`config.mk`:
```
export PLATFORM = sky130hd
export DESIGN_NAME = enc8b10b_lanes
export DESIGN_NICKNAME = d
export VERILOG_FILES = /design/src/rtl/enc8b10b_pkg.sv /design/src/rtl/enc8b10b_sym.sv /design/src/rtl/enc8b10b_lanes.sv
export SDC_FILE = /design/constraint.sdc
export NUM_CORES = 1
export LEC_CHECK = 0
export ABC_AREA = 1
export CORE_MARGIN = 2
export CORE_UTILIZATION = 25
export CTS_CLUSTER_DIAMETER = 30
export DETAILED_ROUTE_END_ITERATION = 7
export PLACE_DENSITY = 0.4
export REMOVE_ABC_BUFFERS = 1
export SLEW_MARGIN = 40
export SYNTH_ARGS = -nofsm -noshare
export SYNTH_HDL_FRONTEND = slang
export SYNTH_SLANG_ARGS = --single-unit
```
`constraint.sdc`:
```
create_clock -name clk -period 7.75 [get_ports clk]
set_input_delay 2.325 -clock clk [delete_from_list [all_inputs] [get_ports clk]]
set_output_delay 2.325 -clock clk [all_outputs]
set_load 0.02 [all_outputs]
```
`src/rtl/enc8b10b_pkg.sv`:
```
// 8b/10b code tables and helpers shared by the lane encoder.
package enc8b10b_pkg;

  // 5b/6b codes (abcdei, a = MSB) in their RD- form, indexed by EDCBA.
  localparam logic [5:0] ENC_5B6B [32] = '{
    6'b100111, 6'b011101, 6'b101101, 6'b110001,
    6'b110101, 6'b101001, 6'b011001, 6'b111000,
    6'b111001, 6'b100101, 6'b010101, 6'b110100,
    6'b001101, 6'b101100, 6'b011100, 6'b010111,
    6'b011011, 6'b100011, 6'b010011, 6'b110010,
    6'b001011, 6'b101010, 6'b011010, 6'b111010,
    6'b110011, 6'b100110, 6'b010110, 6'b110110,
    6'b001110, 6'b101110, 6'b011110, 6'b101011
  };

  // Entries whose RD+ code is the complement of the RD- code
  // (all unbalanced codes plus the balanced D.7 pair 111000/000111).
  localparam logic [31:0] ENC_5B6B_COMP = 32'hE981_8197;

  localparam logic [5:0] K28_6B = 6'b001111;

  // 3b/4b data codes (fghj, f = MSB) in RD- form, indexed by HGF; y=7 is P7.
  localparam logic [3:0] ENC_3B4B [8] = '{
    4'b1011, 4'b1001, 4'b0101, 4'b1100,
    4'b1101, 4'b1010, 4'b0110, 4'b1110
  };

  // Data entries complemented at RD+: y = 0, 3, 4, 7.
  localparam logic [7:0] ENC_3B4B_COMP = 8'h99;

  // K28.y 3b/4b codes in RD- form; every entry is complemented at RD+.
  localparam logic [3:0] ENC_K28_3B4B [8] = '{
    4'b1011, 4'b0110, 4'b1010, 4'b1100,
    4'b1101, 4'b0101, 4'b1001, 4'b0111
  };

  // Alternate x.7 code (RD- form; RD+ form is 1000).
  localparam logic [3:0] A7_4B = 4'b0111;

  // D.x.7 values of x that take A7 at RD- (17, 18, 20) and at RD+ (11, 13, 14).
  localparam logic [31:0] A7_RDM_SET = 32'h0016_0000;
  localparam logic [31:0] A7_RDP_SET = 32'h0000_6800;

  // Legal control characters: K28.0-K28.7, K23.7, K27.7, K29.7, K30.7.
  localparam int unsigned K_LEGAL_N = 12;
  localparam logic [7:0] K_LEGAL [12] = '{
    8'h1C, 8'h3C, 8'h5C, 8'h7C, 8'h9C, 8'hBC, 8'hDC, 8'hFC,
    8'hF7, 8'hFB, 8'hFD, 8'hFE
  };

  // Ones minus zeros over the low 'width' bits of a code (6, 4 or 10).
  function automatic int code_disparity(input logic [9:0] code, input int unsigned width);
    int ones;
    ones = 0;
    for (int unsigned i = 0; i < width; i++) begin
      if (code[i]) ones++;
    end
    return 2 * ones - int'(width);
  endfunction

endpackage

```
`src/rtl/enc8b10b_sym.sv`:
```
// Combinational single-symbol 8b/10b encoder (5b/6b then 3b/4b).
module enc8b10b_sym
  import enc8b10b_pkg::*;
(
  input  logic [7:0] data,
  input  logic       k,
  input  logic       rd_in,
  output logic [9:0] code,
  output logic       rd_out,
  output logic       k_illegal
);

  logic [4:0] x;
  logic [2:0] y;
  logic       is_k_code;
  logic       k_use;
  logic       k28;
  logic       comp6;
  logic       comp4;
  logic       use_a7;
  logic       rd_mid;
  logic [5:0] c6_neg;
  logic [5:0] c6;
  logic [3:0] c4_neg;
  logic [3:0] c4;

  // Classify the symbol, then pick each sub-block code for the RD it sees.
  always_comb begin
    x = data[4:0];
    y = data[7:5];

    is_k_code = 1'b0;
    for (int unsigned n = 0; n < K_LEGAL_N; n++) begin
      if (data == K_LEGAL[n]) is_k_code = 1'b1;
    end
    // An illegal K falls back to the plain D encoding of the same byte.
    k_use     = k && is_k_code;
    k_illegal = k && !is_k_code;
    k28       = k_use && (x == 5'd28);

    if (k28) begin
      c6_neg = K28_6B;
      comp6  = 1'b1;
    end else begin
      c6_neg = ENC_5B6B[x];
      comp6  = ENC_5B6B_COMP[x];
    end
    c6     = (rd_in && comp6) ? ~c6_neg : c6_neg;
    rd_mid = (code_disparity({4'b0000, c6}, 6) != 0) ? !rd_in : rd_in;

    use_a7 = (y == 3'd7) &&
             (k_use || (!rd_mid && A7_RDM_SET[x]) || (rd_mid && A7_RDP_SET[x]));
    if (use_a7) begin
      c4_neg = A7_4B;
      comp4  = 1'b1;
    end else if (k28) begin
      c4_neg = ENC_K28_3B4B[y];
      comp4  = 1'b1;
    end else begin
      c4_neg = ENC_3B4B[y];
      comp4  = ENC_3B4B_COMP[y];
    end
    c4     = (rd_mid && comp4) ? ~c4_neg : c4_neg;
    rd_out = (code_disparity({6'b000000, c4}, 4) != 0) ? !rd_mid : rd_mid;

    code = {c6, c4};
  end

endmodule

```
`src/rtl/enc8b10b_lanes.sv`:
```
// Multi-lane 8b/10b encoder with valid/ready handshake and registered output.
module enc8b10b_lanes
  import enc8b10b_pkg::*;
#(
  parameter int unsigned LANES   = 2,
  parameter bit          CHAIN   = 1'b0,
  parameter bit          RD_INIT = 1'b0
) (
  input  logic                  clk,
  input  logic                  rst_n,
  input  logic                  s_valid,
  output logic                  s_ready,
  input  logic [8*LANES-1:0]    s_data,
  input  logic [LANES-1:0]      s_k,
  input  logic                  rd_clear,
  output logic                  m_valid,
  input  logic                  m_ready,
  output logic [10*LANES-1:0]   m_data,
  output logic [LANES-1:0]      m_rd,
  output logic [LANES-1:0]      k_err
);

  logic                 accept;
  logic [LANES-1:0]     rd_out;
  logic [LANES-1:0]     k_illegal;
  logic [10*LANES-1:0]  code;

  logic                 m_valid_q, m_valid_d;
  logic [10*LANES-1:0]  m_data_q, m_data_d;
  logic [LANES-1:0]     m_rd_q, m_rd_d;
  logic [LANES-1:0]     k_err_q, k_err_d;

  assign s_ready = !m_valid_q || m_ready;
  assign accept  = s_valid && s_ready;

  if (CHAIN) begin : g_chain
    logic rd_q, rd_d, rd_start;

    // rd_clear overrides the stored RD before this cycle's symbols are encoded.
    assign rd_start = rd_clear ? RD_INIT : rd_q;

    // Stream RD follows the last lane on accept, otherwise holds (or clears).
    always_comb begin
      rd_d = rd_start;
      if (accept) rd_d = rd_out[LANES-1];
    end

    // Stream RD register.
    always_ff @(posedge clk or negedge rst_n) begin
      if (!rst_n) rd_q <= RD_INIT;
      else        rd_q <= rd_d;
    end

    // Lane-local RD wires keep the ripple chain free of vector self-loops.
    for (genvar i = 0; i < LANES; i++) begin : g_lane
      logic lane_rd_in, lane_rd_out;
      if (i == 0) begin : g_head
        assign lane_rd_in = rd_start;
      end else begin : g_tail
        assign lane_rd_in = g_lane[i-1].lane_rd_out;
      end
      enc8b10b_sym u_sym (
        .data      (s_data[8*i +: 8]),
        .k         (s_k[i]),
        .rd_in     (lane_rd_in),
        .code      (code[10*i +: 10]),
        .rd_out    (lane_rd_out),
        .k_illegal (k_illegal[i])
      );
      assign rd_out[i] = lane_rd_out;
    end
  end else begin : g_indep
    logic [LANES-1:0] rd_q, rd_d, rd_start;

    assign rd_start = rd_clear ? {LANES{RD_INIT}} : rd_q;

    // Per-lane RD follows its own lane on accept.
    always_comb begin
      rd_d = rd_start;
      if (accept) rd_d = rd_out;
    end

    // Per-lane RD registers.
    always_ff @(posedge clk or negedge rst_n) begin
      if (!rst_n) rd_q <= {LANES{RD_INIT}};
      else        rd_q <= rd_d;
    end

    for (genvar i = 0; i < LANES; i++) begin : g_lane
      enc8b10b_sym u_sym (
        .data      (s_data[8*i +: 8]),
        .k         (s_k[i]),
        .rd_in     (rd_start[i]),
        .code      (code[10*i +: 10]),
        .rd_out    (rd_out[i]),
        .k_illegal (k_illegal[i])
      );
    end
  end

  // Output stage: load on accept, hold under backpressure, drop valid once taken.
  always_comb begin
    m_valid_d = m_valid_q;
    m_data_d  = m_data_q;
    m_rd_d    = m_rd_q;
    k_err_d   = k_err_q;
    if (rd_clear) k_err_d = '0;
    if (accept) begin
      m_valid_d = 1'b1;
      m_data_d  = code;
      m_rd_d    = rd_out;
      k_err_d   = k_err_d | k_illegal;
    end else if (m_ready) begin
      m_valid_d = 1'b0;
    end
  end

  // Output registers.
  always_ff @(posedge clk or negedge rst_n) begin
    if (!rst_n) begin
      m_valid_q <= 1'b0;
      m_data_q  <= '0;
      m_rd_q    <= {LANES{RD_INIT}};
      k_err_q   <= '0;
    end else begin
      m_valid_q <= m_valid_d;
      m_data_q  <= m_data_d;
      m_rd_q    <= m_rd_d;
      k_err_q   <= k_err_d;
    end
  end

  assign m_valid = m_valid_q;
  assign m_data  = m_data_q;
  assign m_rd    = m_rd_q;
  assign k_err   = k_err_q;

endmodule

```
# After elaboration in Yosys (flattened, before gate mapping)
# Memories as Yosys holds them, arrays and structs flattened.
# Cells that the tools add are included.
dict set report op_classes {
  mux 90
  n_reduce_logical 34
  addsub 20
  n_lt_le_gt_ge 8
  n_bitwise 9
  eq_ne 28
}
# cell n
set ops {}
lappend ops {{31-bit 2-to-1 mux} 12}
lappend ops {{31-bit by 2-bit adder with 31-bit output, second input constant} 8}
lappend ops {{8-bit == test, second input constant} 16}
lappend ops {{32-bit nonzero test} 4}
lappend ops {{32-bit by 4-bit subtractor with 32-bit output, second input constant} 4}
lappend ops {{4-bit 2-to-1 mux} 14}
lappend ops {{1-bit 2-to-1 mux} 48}
lappend ops {{6-bit 2-to-1 mux} 8}
lappend ops {{8-bit by 7-bit == test with 1-bit output, second input constant} 4}
lappend ops {{1-bit logical AND} 17}
lappend ops {{8-bit by 5-bit == test with 1-bit output, second input constant} 2}
lappend ops {{8-bit by 6-bit == test with 1-bit output, second input constant} 2}
lappend ops {{2-bit 2-to-1 mux} 8}
lappend ops {{2-bit by 1-bit adder with 3-bit output, second input constant} 4}
lappend ops {{6-bit >= comparator, second input constant} 2}
lappend ops {{5-bit by 6-bit < comparator with 1-bit output, second input constant} 2}
lappend ops {{5-bit inverter with 6-bit output} 2}
lappend ops {{6-bit inverter} 2}
lappend ops {{5-bit == test, second input constant} 2}
lappend ops {{1-bit by 1-bit adder with 2-bit output, second input constant} 4}
lappend ops {{4-bit >= comparator, second input constant} 2}
lappend ops {{3-bit by 4-bit < comparator with 1-bit output, second input constant} 2}
lappend ops {{3-bit inverter with 4-bit output} 2}
lappend ops {{4-bit inverter} 2}
lappend ops {{5 further kinds} 16}
dict set report totals {
  mem_count 14
  output_inout_bits 26
  romBits 720
  elab_cells 208
  inputBits 23
  ff_bits 27
}
# memory words word_bits read_ports rd_ports_with_merged_regs wr line_no
set mem_list {}
lappend mem_list {{(no name shown)} 32 6 1 0 0 enc8b10b_sym.sv:45} ;# c6_neg = ENC_5B6B[x];
lappend mem_list {{(no name shown)} 32 6 1 0 0 enc8b10b_sym.sv:45}
lappend mem_list {{(no name shown)} 32 1 1 0 0 enc8b10b_sym.sv:46} ;# comp6 = ENC_5B6B_COMP[x];
lappend mem_list {{(no name shown)} 32 1 1 0 0 enc8b10b_sym.sv:52} ;# (k_use || (!rd_mid && A7_RDM_SET[x]) || (rd_mid && A7_RDP_SET[x]));
lappend mem_list {{(no name shown)} 32 1 1 0 0 enc8b10b_sym.sv:52}
lappend mem_list {{(no name shown)} 8 4 1 0 0 enc8b10b_sym.sv:57} ;# c4_neg = ENC_K28_3B4B[y];
lappend mem_list {{8 more memories} n/a n/a n/a n/a n/a n/a}

# Depth between registers and ports, before layout
dict set report logic_depth {
  word_depth 51
  mapped_depth 61
  depth_no_buf 61
}

# Cells and area by module
# Synthesis repeated with hierarchy kept, for this count alone.
dict set report unflattened {
  hier_cells 706
  area_unflattened_um2 4409.2
}
# module instances area_each_um2 cells_per_inst seq_area_each_um2
set modules_own_cells {}
lappend modules_own_cells {{enc8b10b_sym at g_indep.g_lane[0].u_sym} 1 1664.1 296 0.0}
lappend modules_own_cells {{enc8b10b_sym at g_indep.g_lane[1].u_sym} 1 1645.3 291 0.0}
lappend modules_own_cells {enc8b10b_lanes 1 1099.8 119 675.6}

# Worst setup path after synthesis
# OpenSTA, ideal clock, no wires.
dict set report synth_timing {
  path_type {input port to flip-flop}
  from {input s_data[9]}
  to {register g_indep.rd_q[1]}
  path_stages 59
  t_required_ns 7.632
  setup_slack_ns -1.126
  setup_time_ns 0.118
  n_path_buf 1
  t_arrival_ns 8.758
  path_cell_list {inv_1 > ha_1 > nand2_2 > nor2_2 > nand2_2 > buf_4 > inv_2 > a21oi_1 > o21ai_0 > xor2_1 > inv_1 > ha_1 > inv_1 > nand3_1 > nand2_2 > ha_1 > or2_1 > and2_4 > [23 not listed] > inv_1 > ha_1 > nand3_1 > nand2_1 > inv_1 > ha_1 > nand2_1 > nand2_1 > inv_1 > ha_1 > ha_1 > nand2_1 > nor2_1 > nand2_1 > nor2_2 > nand3_1 > nand3_2 > nand2_1}
}
dict set report synth_between {
  elab_chain_cells 51
  elab_cells_between_ends 80
  cone_classes {add/sub (10); eq/ne (13); mux (38); bitwise (3); reduce/logical (12); memory (4)}
}
# element line_no
set synth_lines {}
lappend synth_lines {{from (decl)} enc8b10b_lanes.sv:13} ;# input logic [8*LANES-1:0] s_data,
lappend synth_lines {{8-bit by 5-bit == test with 1-bit output} enc8b10b_sym.sv:34} ;# if (data == K_LEGAL[n]) is_k_code = 1'b1;
lappend synth_lines {{1-bit 2-to-1 mux (12 in a row)} enc8b10b_sym.sv:34}
lappend synth_lines {{1-bit logical AND} enc8b10b_sym.sv:37} ;# k_use = k && is_k_code;
lappend synth_lines {{1-bit logical AND} enc8b10b_sym.sv:39} ;# k28 = k_use && (x == 5'd28);
lappend synth_lines {{1-bit 2-to-1 mux or 6-bit 2-to-1 mux (tied branches)} enc8b10b_sym.sv:41} ;# if (k28) begin
lappend synth_lines {{1-bit logical AND or 6-bit inverter (tied branches)} enc8b10b_sym.sv:48} ;# c6 = (rd_in && comp6) ? ~c6_neg : c6_neg;
lappend synth_lines {{6-bit 2-to-1 mux (*)} enc8b10b_sym.sv:48}
lappend synth_lines {{net code[14]} enc8b10b_lanes.sv:26} ;# logic [10*LANES-1:0] code;
lappend synth_lines {{[26 not listed]} n/a}
lappend synth_lines {{31-bit 2-to-1 mux} enc8b10b_pkg.sv:56} ;# if (code[i]) ones++;
lappend synth_lines {{31-bit by 2-bit adder with 31-bit output} enc8b10b_pkg.sv:56}
lappend synth_lines {{31-bit 2-to-1 mux} enc8b10b_pkg.sv:56}
lappend synth_lines {{32-bit by 4-bit subtractor with 32-bit output} enc8b10b_pkg.sv:58} ;# return 2 * ones - int'(width);
lappend synth_lines {{32-bit nonzero test} enc8b10b_sym.sv:64} ;# rd_out = (code_disparity({6'b000000, c4}, 4) != 0) ? !rd_mid : rd_mid;
lappend synth_lines {{1-bit 2-to-1 mux (*)} enc8b10b_sym.sv:64}
lappend synth_lines {{2-bit 2-to-1 mux (*)} enc8b10b_lanes.sv:80} ;# if (accept) rd_d = rd_out;
lappend synth_lines {{net g_indep.rd_d[1]} enc8b10b_lanes.sv:73} ;# logic [LANES-1:0] rd_q, rd_d, rd_start;
lappend synth_lines {{to (signal assigned)} enc8b10b_lanes.sv:85} ;# if (!rst_n) rd_q <= {LANES{RD_INIT}};
lappend synth_lines {{to (signal assigned)} enc8b10b_lanes.sv:86} ;# else rd_q <= rd_d;
lappend synth_lines {{to (decl)} enc8b10b_lanes.sv:73}
# The timed path passes the listed nets; every way through them passes the cells marked *. The select of a mux whose other input is x is not followed.
# A chain may end at the register's enable or synchronous reset.

# Final worst setup path
dict set report layout_timing {
  from {input s_data[8]}
  to {register g_indep.rd_q[1]}
}
# Same word-level chain as after synthesis.

==> results.py <==
metrics = {
    "clock_network": {
        "cts_buffers": 3,
        "clkLatencyLatePin_ns": 0.28,
        "path_clk_slew_ns": 0.07,
        "cts_tree": "built",
        "clockRootBuffer": "clkbuf_16",
        "cts_max_path_buffers": 2,
        "clock-sinks": 27,
        "holdBufCountCts": 0,
        "htreeDepth": 1,
    },
    "yosys": {
        "synth_mux_area_frac": 0,
        "synth_fa_ha_area_frac": 0.137,
        "synth_area_um2": 4110,
        "synth_xor_area_frac": 0.0216,
        "synthSimpleGateAreaFrac": 0.477,
        "yosysTopAreaCell": "nand2_1",
        "yosys_most_used_dff": "dfrtp_1",
        "synth_top_family_by_area": "simple AND/OR/NAND/NOR gates",
        "seq_area_frac_synth": 0.164,
        "ys_ff_latch": 27,
        "ys_async_sr_fraction": 1.00,
        "synth_top_area_frac": 0.208,
        "synth.area.top_cells": "nand2_1 21%, dfrtp_1 16%, ha_1 14%",
        "syn_area_per_cell_um2": 6.29,
        "synth_edf_count": 0,
        "syn_inst": 654,
        "ys.warnings.count": 0,
        "synth_cell_types": 48,
        "synth_compound_area_frac": 0.103,
    },
    "global_routing": {
        "grt_max_degree": 28,
        "busiest_layer": "met2",
        "use_met1": 0.168,
        "grt_use_met2": 0.304,
        "grt-ovfl-total": 0,
        "track_usage": 0.151,
        "antenna_found_initial": 0,
        "globalRouteMet3Util": 0.00730,
        "grt_pass1_wl_um": 22300,
        "first_global_vias": 5013,
    },
    "critical_path": {
        "path_buf_inv": 11,
        "required_ns": 7.92,
        "slowest_delay_ns": 0.28,
        "critPathLaunch": "s_data[8]",
        "start_kind": "input pin",
        "crit_path_end_kind": "register",
        "cp.arrival_ns": 8.53,
        "crit_type": "input pin to register",
        "r2r_start": "g_indep.rd_q[1]",
        "crit_family": "simple AND/OR/NAND/NOR gates",
        "worst-path-max-fanout": 8,
        "slowest_stage": "ha_1",
    },
    "floorplan": {
        "die_h_um": 132,
        "num_rows": 46,
        "core_area_um2": 16000,
        "start_util": 0.257,
        "die_area_um2": 17500,
        "ios": 49,
        "die_w_um": 132,
    },
    "route": {
        "routed_via_density": 4.39,
        "totalWireLength_um": 13600,
        "drt-initial-drc-count": 194,
        "drcViolationCount": 0,
        "avgRoutedWirePerCell_um": 12.1,
        "antenna_left": 0,
        "dr.pass1.iters": 4,
        "dr_total_vias": 4930,
    },
    "timing": {
        "rsz0062_at_grt": "true",
        "drv_slew": 0,
        "post-route-period-util": 1.08,
        "finalClockSkew_ns": 0.00429,
        "worstMarginPinSlew_ns": 0.570,
        "setup_viol": 4,
        "fmax_mhz": 120,
        "worst_slack_ns": -0.610,
        "finalCriticalPeriod_ns": 8.36,
        "max_slew_margin": 0.619,
        "hold_viol_final": 0,
    },
    "finish": {
        "area_growth_pct": 78.8,
        "diodes": 0,
        "final_core_util": 0.460,
        "layout_commonest_cell": "buf_4",
        "design_area_um2": 7350,
        "drive_above_1_share": 0.499,
        "finalNetCount": 976,
        "final_cell_count_no_fill": 1123,
        "final_cell_mix": "202 x buf_4, 173 x nand2_1, 66 x nand2_2",
    },
    "hold_path": {
        "hold_start": "m_data[7]",
        "hp-class": "register to register",
    },
    "placement": {
        "placed_cells": 1050,
        "dp_hpwl_um": 9860,
        "place_congestion": 0.835,
        "placed_area_um2": 5860,
        "numPortBuffers": 48,
    },
    "power": {
        "power_density_nw_per_um2": 246,
        "p_leak_nw": 3.76,
        "finalPower_w": 0.00181,
        "ir_worst_vdd_uv": 94.3,
    },
    "run_status": {
        "violations": "setup timing",
        "status": "finished with violations",
    },
    "job": {
        "drv_cap": 0,
    },
}
[worst reg2reg max path: cells and delay by family (launching register included)]
family          cells  cell delay [ns]
simple gates       33             2.81
fa+ha+maj           9             1.97
buf+inv             9             0.57
flops               1             0.36
xor+xnor            2             0.27
compound gates      1             0.04
[synthesized netlist by cell type (2+ instances only)]
cell type and n:
a21oi_1 14, o211ai_1 9, nand2_1 228, nand2_4 10
xnor2_1 4, or2_2 2, nand3_2 13, a21boi_0 2
nand4_1 9, o21ai_1 2, or2_1 3, o21ai_0 29
nor2_4 3, a31oi_1 3, buf_4 2, nor2_2 6
nand2_2 28, buf_2 2, a211oi_1 2, inv_2 10
nor2_1 28, xor2_1 3, ha_1 45, clkbuf_1 6
inv_1 74, nand3b_1 4, nor3_1 4, dfrtp_1 27
buf_6 2, nand3_1 62
[metrics by stage]
stage | setup WS (ns) | setup TNS (ns) | hold slack (ns)
2_1_floorplan | -1.19 | -4.42 | 0.588
3_3_place_gp | -1.92 | -8.13 | 0.465
3_5_place_dp | -1.98 | -9.44 | 0.469
4_1_cts | -0.552 | -2.04 | 0.490
5_1_grt | -1.01 | -3.65 | 0.510
6_report | -0.610 | -2.18 | 0.484
[flip-flops by register name (all words and copies together), names as in the netlist]
register	flops
g_indep.rd_q	2
k_err	2
m_data	20
m_rd	2
m_valid	1
[final cells by class]
type / count / area [µm²]
Clock buffer: 3 / 75.1
Fill cell: 1632 / 8650
Inverter: 86 / 347
Timing Repair Buffer: 258 / 2080
Clock inverter: 1 / 7.51
Tap cell: 216 / 270
Sequential cell: 27 / 676
Multi-Input combinational cell: 532 / 3900
[cell families (layout without fill, tap and decap cells)]
family	count (synthesis)	after routing
AND/OR/NAND/NOR	405	405
flip-flops	27	27
AO/OA/AOI/OAI	70	70
XOR/XNOR	8	8
other	1	4
adder cells (fa/ha/maj)	45	45
buffers and inverters	98	348
[metal layers]
metal  share of wire  vias up
li1                -     2597
met1            0.41     2266
met2            0.56       49
met3           0.010       18
met4           0.020        0
met5               0        -
[worst paths after layout]
kind                                   end  depth (start not counted)  slack [ns]
max reg2reg                g_indep.rd_q[1]                         54        1.61
min in group asynchronous        m_data[2]                          2        2.43
min reg2reg                      m_data[7]                          2        0.48
max                        g_indep.rd_q[1]                         60       -0.61
min                              m_data[7]                          2        0.48
max in group asynchronous       m_data[19]                          2        5.04
[timing repair]
item / in CTS / in global routing
resized for setup: 169 / 88
endpoints found under the setup margin: 7 / 4
pin swaps: 104 / 90
setup buffers: 58 / 14
[report_power, final]
| part | total (W) | leakage [nW] | switching, W | internal, W |
|---|---|---|---|---|
| Clock | 0.000129 | 0.0371 | 0.0000583 | 0.0000706 |
| Combinational | 0.00149 | 3.39 | 0.000733 | 0.000756 |
| Sequential | 0.000190 | 0.335 | 0.0000163 | 0.000174 |
Note: power is estimated with default switching activity, not from simulation.
==> patch 1, RTL diff (config.mk and constraints unchanged) <==
Reset style: synchronous (`rst_n`), changed in 3 clocked blocks.
--- a/src/rtl/enc8b10b_lanes.sv
+++ b/src/rtl/enc8b10b_lanes.sv
@@ -47,5 +47,5 @@
 
     // Stream RD register.
-    always_ff @(posedge clk or negedge rst_n) begin
+    always_ff @(posedge clk) begin
       if (!rst_n) rd_q <= RD_INIT;
       else        rd_q <= rd_d;
@@ -82,5 +82,5 @@
 
     // Per-lane RD registers.
-    always_ff @(posedge clk or negedge rst_n) begin
+    always_ff @(posedge clk) begin
       if (!rst_n) rd_q <= {LANES{RD_INIT}};
       else        rd_q <= rd_d;
@@ -117,5 +117,5 @@
 
   // Output registers.
-  always_ff @(posedge clk or negedge rst_n) begin
+  always_ff @(posedge clk) begin
     if (!rst_n) begin
       m_valid_q <= 1'b0;
Formal check against the unedited RTL: differs if rst_n is asserted again (counterexample within 4 cycles, from zero or initial values and one cycle with rst_n low); with rst_n held inactive, the same outputs for 4 cycles.
==> patch 1 against the unedited design <==
The run still ends with negative setup slack left; via count is 6.7% higher; area after synthesis increased by 1.7%; register-to-register slack lost 0.15 ns; power fell by 13%; critical path depth is 2 lower; combinational power decreased by 13%; final cell count up 6.9%; sequential cell count stayed put; design area increased by 2.4%; routed wire length increased by 3.6%; setup slack worse by 0.56 ns; critical endpoint is now g_indep.rd_q[1]$_SDFF_PN0_.
==> patch 1: results (changes against the unedited design) <==
Outcome
  • Status: finished with violations (unchanged)
  • Failing checks: negative setup slack (unchanged)

GRT
  • Number of global-route vias before repair: 5344 (was 5013)
  • First-pass GRT wire length: 24300 um (was 22300 um)
  • Pin count of the biggest net entering global routing: 33 (was 28)
  • GRT met1 Usage: 21.9% (was 16.8%)
  • GRT met3 Usage: 1.94% (was 0.730%)
  • GRT Util Overall: 16.1% (was 15.1%)
  • Met2 usage: 27.8% (was 30.4%)

Synthesis
  • Async SR Flop Fraction: 0% (was 100%)
  • Synth area leaders: nand2_1 (18%), ha_1 (14%), dfxtp_1 (13%) (was nand2_1 (21%), dfrtp_1 (16%), ha_1 (14%))
  • Count of different cell masters after synthesis: 45 (was 48)
  • Post-synthesis sequential area ratio: 12.9% (was 16.4%)
  • Cells after Synth: 685 (was 654)

Critical path
  • Critical path arrival: 9.13 ns (was 8.53 ns)
  • Max incr delay on CP: 0.26 ns (was 0.28 ns)
  • Worst Path Max Fanout: 7 (was 8)

Layout
  • Multi-input gates: 540 (was 532)
  • Footprint of the multi-input gates: 3780 um2 (was 3900 um2)
  • Clock buf/inv share: 1.06% (was 1.12%)
  • Non-clock buffers: 304 (was 258)
  • Non-Filler Instances: 1201 (was 1123)
  • Inverter count: 106 (was 86)
  • Count of flip-flops and latches: 27 (unchanged)
  • Layout Area Growth over Synthesis: 80.0% (was 78.8%)
  • Nets: 1051 (was 976)

Timing
  • Final Worst Setup Slack: -1.17 ns (was -0.610 ns)
  • Setup TNS: -4.71 ns (was -2.18 ns)
  • Clock Skew: 0.00715 ns (was 0.00429 ns)
  • Finish-stage setup viols: 5 (was 4)

Power and ir drop
  • Peak supply drop: 0.113 mV (was 0.0943 mV)
  • Leak: 3.89 nW (was 3.76 nW)

Placed design
  • DP HPWL: 9940 um (was 9860 um)
  • Placed Area: 6000 um2 (was 5860 um2)

Routing
  • Initial drt markers: 216 (was 194)
  • Via density: 4.38 (was 4.39)
  • Routed WL per cell: 11.7 um (was 12.1 um)
-- patch 1: cell types whose count changed after synthesis, sizes merged, moves of 3 or more --
cell / change
o21ai: -8
nand3: +3
o211ai: +12
inv: +18
nor2: +12
dfxtp: +27
dfrtp: -27
a21boi: +4
a21oi: +9
nand2: -26
-- patch 1: logic make-up (layout without fill, tap and decap cells) --
kind of cell,count (synthesis),after routing,synth area share (%)
AND/OR/NAND/NOR,395,395,46.0
buffers and inverters,121,414,11.9
AO/OA/AOI/OAI,86,86,12.8
adder cells (fa/ha/maj),46,46,13.8
flip-flops,27,27,12.9
XOR/XNOR,9,9,2.51
other,1,4,0.0897
-- patch 1: critical path: cells and delay by family --
family / cells / cell delay (ns)
compound gates: 2 / 0.32
fa+ha+maj: 4 / 0.93
buf+inv: 36 / 4.26
simple gates: 16 / 1.28
-- patch 1: timing repair --
action,CTS,global route
pin swaps,107,37
gates resized for setup,178,23
setup endpoints to repair,8,7
buffers inserted,103,8
-- patch 1: where the power goes --
group	internal (mW)	switching, mW
registers	0.156	0.00890
logic	0.688	0.600
clock network	0.0699	0.0528
total	0.914	0.662
-- patch 1: path summary, 6_finish.rpt --
check / slack [ns] / depth (start not counted) / to / start
max: -1.17 / 58 / g_indep.rd_q[1]$_SDFF_PN0_ / s_data[8]
min: 0.48 / 2 / k_err[1]$_SDFF_PN0_ / k_err[1]$_SDFF_PN0_
max reg2reg: 1.46 / 55 / g_indep.rd_q[1]$_SDFF_PN0_ / g_indep.rd_q[1]$_SDFF_PN0_
min reg2reg: 0.48 / 2 / k_err[1]$_SDFF_PN0_ / k_err[1]$_SDFF_PN0_
-- patch 1: per-layer routing --
layer  vias to the layer above  share of wire [%]
li1                       2791                  -
met2                        75                 47
met1                      2378                 49
met3                        16                2.4
met5                         -                  0
met4                         0                1.2
==> patch 2, RTL diff (config.mk and constraints unchanged) <==
Made on the original files. Set the parameter `RD_INIT` to 1'b1 (it was 1'b0).
--- a/src/rtl/enc8b10b_lanes.sv
+++ b/src/rtl/enc8b10b_lanes.sv
@@ -5,5 +5,5 @@
   parameter int unsigned LANES   = 2,
   parameter bit          CHAIN   = 1'b0,
-  parameter bit          RD_INIT = 1'b0
+  parameter bit          RD_INIT = 1'b1
 ) (
   input  logic                  clk,
Formal check against the unedited RTL: not equivalent (a bounded check fails within 4 cycles, from zero or initial values and one cycle with rst_n low).
==> patch 2 against the unedited design <==
The run still ends with negative setup slack left; combinational power up 31%; power up 26%; hold slack better by 0.0075 ns; design area is 6.0% higher; clock skew about the same; area after synthesis decreased by 0.33%; sequential cell count did not move; clock power fell by 4%; routed wire length grew 4.2%; first-iteration DRC count shrank 28%; global-route usage grew 0.50 points; setup slack worse by 0.16 ns; sequential power rose by 10%; critical endpoint is now m_data[1]$_DFFE_PN0P_; synthesized cell count is 0.15% lower.
==> patch 2: results (changes against the unedited design) <==
Hold path
  • Hold Startpoint: m_data[11]$_DFFE_PN0P_ (was m_data[7]$_DFFE_PN0P_)

Timing
  • Final Hold Slack: 0.491 ns (was 0.484 ns)
  • Finish-stage setup viols: 5 (was 4)
  • Clock Skew: 0.00446 ns (was 0.00429 ns)
  • Final Worst Setup Slack: -0.767 ns (was -0.610 ns)

GRT
  • Pin count of the biggest net entering global routing: 47 (was 28)
  • First-pass GRT wire length: 23200 um (was 22300 um)
  • GRT met1 Usage: 17.9% (was 16.8%)
  • GRT Util Overall: 15.6% (was 15.1%)

Synthesis
  • Adder-Cell Fraction of Synth Area: 13.7% (about the same)
  • Post-synthesis sequential area ratio: 16.6% (was 16.4%)
  • Avg Inst Size Synth: 6.28 um2 (was 6.29 um2)
  • Synth area leaders: nand2_1 (20%), dfrtp_1 (14%), ha_1 (14%) (was nand2_1 (21%), dfrtp_1 (16%), ha_1 (14%))

Routing
  • WL met3: 225 um (was 140 um)
  • Routed WL: 14200 um (was 13600 um)
  • Total number of vias: 5279 (was 4930)
  • Met1 WL: 5820 um (was 5570 um)

Clock network
  • CTS resizes: 203 (was 169)
  • Post-CTS setup buffers: 113 (was 58)

Power and ir drop
  • Power Dens Cells: 293 nW/um2 (was 246 nW/um2)
  • Clk power: 124 uW (was 129 uW)
  • Leak: 4.01 nW (was 3.76 nW)

Critical path
  • Setup slack, reg-to-reg: 1.36 ns (was 1.61 ns)
  • Crit path launch: s_data[1] (was s_data[8])
  • Worst r2r dst: m_data[1]$_DFFE_PN0P_ (was g_indep.rd_q[1]$_DFF_PN0_)
  • Crit-path slowest cell: ha_4 (was ha_1)
  • Worst Reg-to-Reg Cells: 52 (was 54)
  • R2R Path Start: g_indep.rd_q[0]$_DFF_PN1_ (was g_indep.rd_q[1]$_DFF_PN0_)
  • Worst Path Max Fanout: 5 (was 8)

Placed design
  • Pre-CTS WS: -2.11 ns (was -1.98 ns)
  • Placed Area: 5880 um2 (was 5860 um2)

Layout
  • Number of fill cells in the layout: 1582 (was 1632)
  • Nets: 1031 (was 976)

Outcome
  • Status: finished with violations (unchanged)
  • Failing checks: negative setup slack (unchanged)
## patch 2: cell count changes in the layout (fill, tap and decap cells not counted), moves of 3 or more
cell	before	now
inv_4	1	7
dfrtp_1	27	23
nand2_1	173	166
buf_4	202	243
nor2_2	5	8
nor2_4	9	6
nor2_1	23	29
o21ai_0	27	24
nand2_2	66	61
nand3_2	29	26
buf_6	10	24
inv_6	4	0
dfstp_2	0	4
## patch 2: layout make-up
class	instances	area, um2	area share [%]
clock buffers	3	75.1	0.963
clock inverters	1	5.00	0.0642
inverters	91	367	4.70
multi-input cells	525	3800	48.8
flip-flops and latches	27	681	8.73
well taps	216	270	3.47
repair buffers	315	2590	33.3
## patch 2: worst min-delay path, stage by stage (launching register included)
cell and delay, ns:
dfrtp_1 0.35, nand2_1 0.05, o21ai_0 0.06
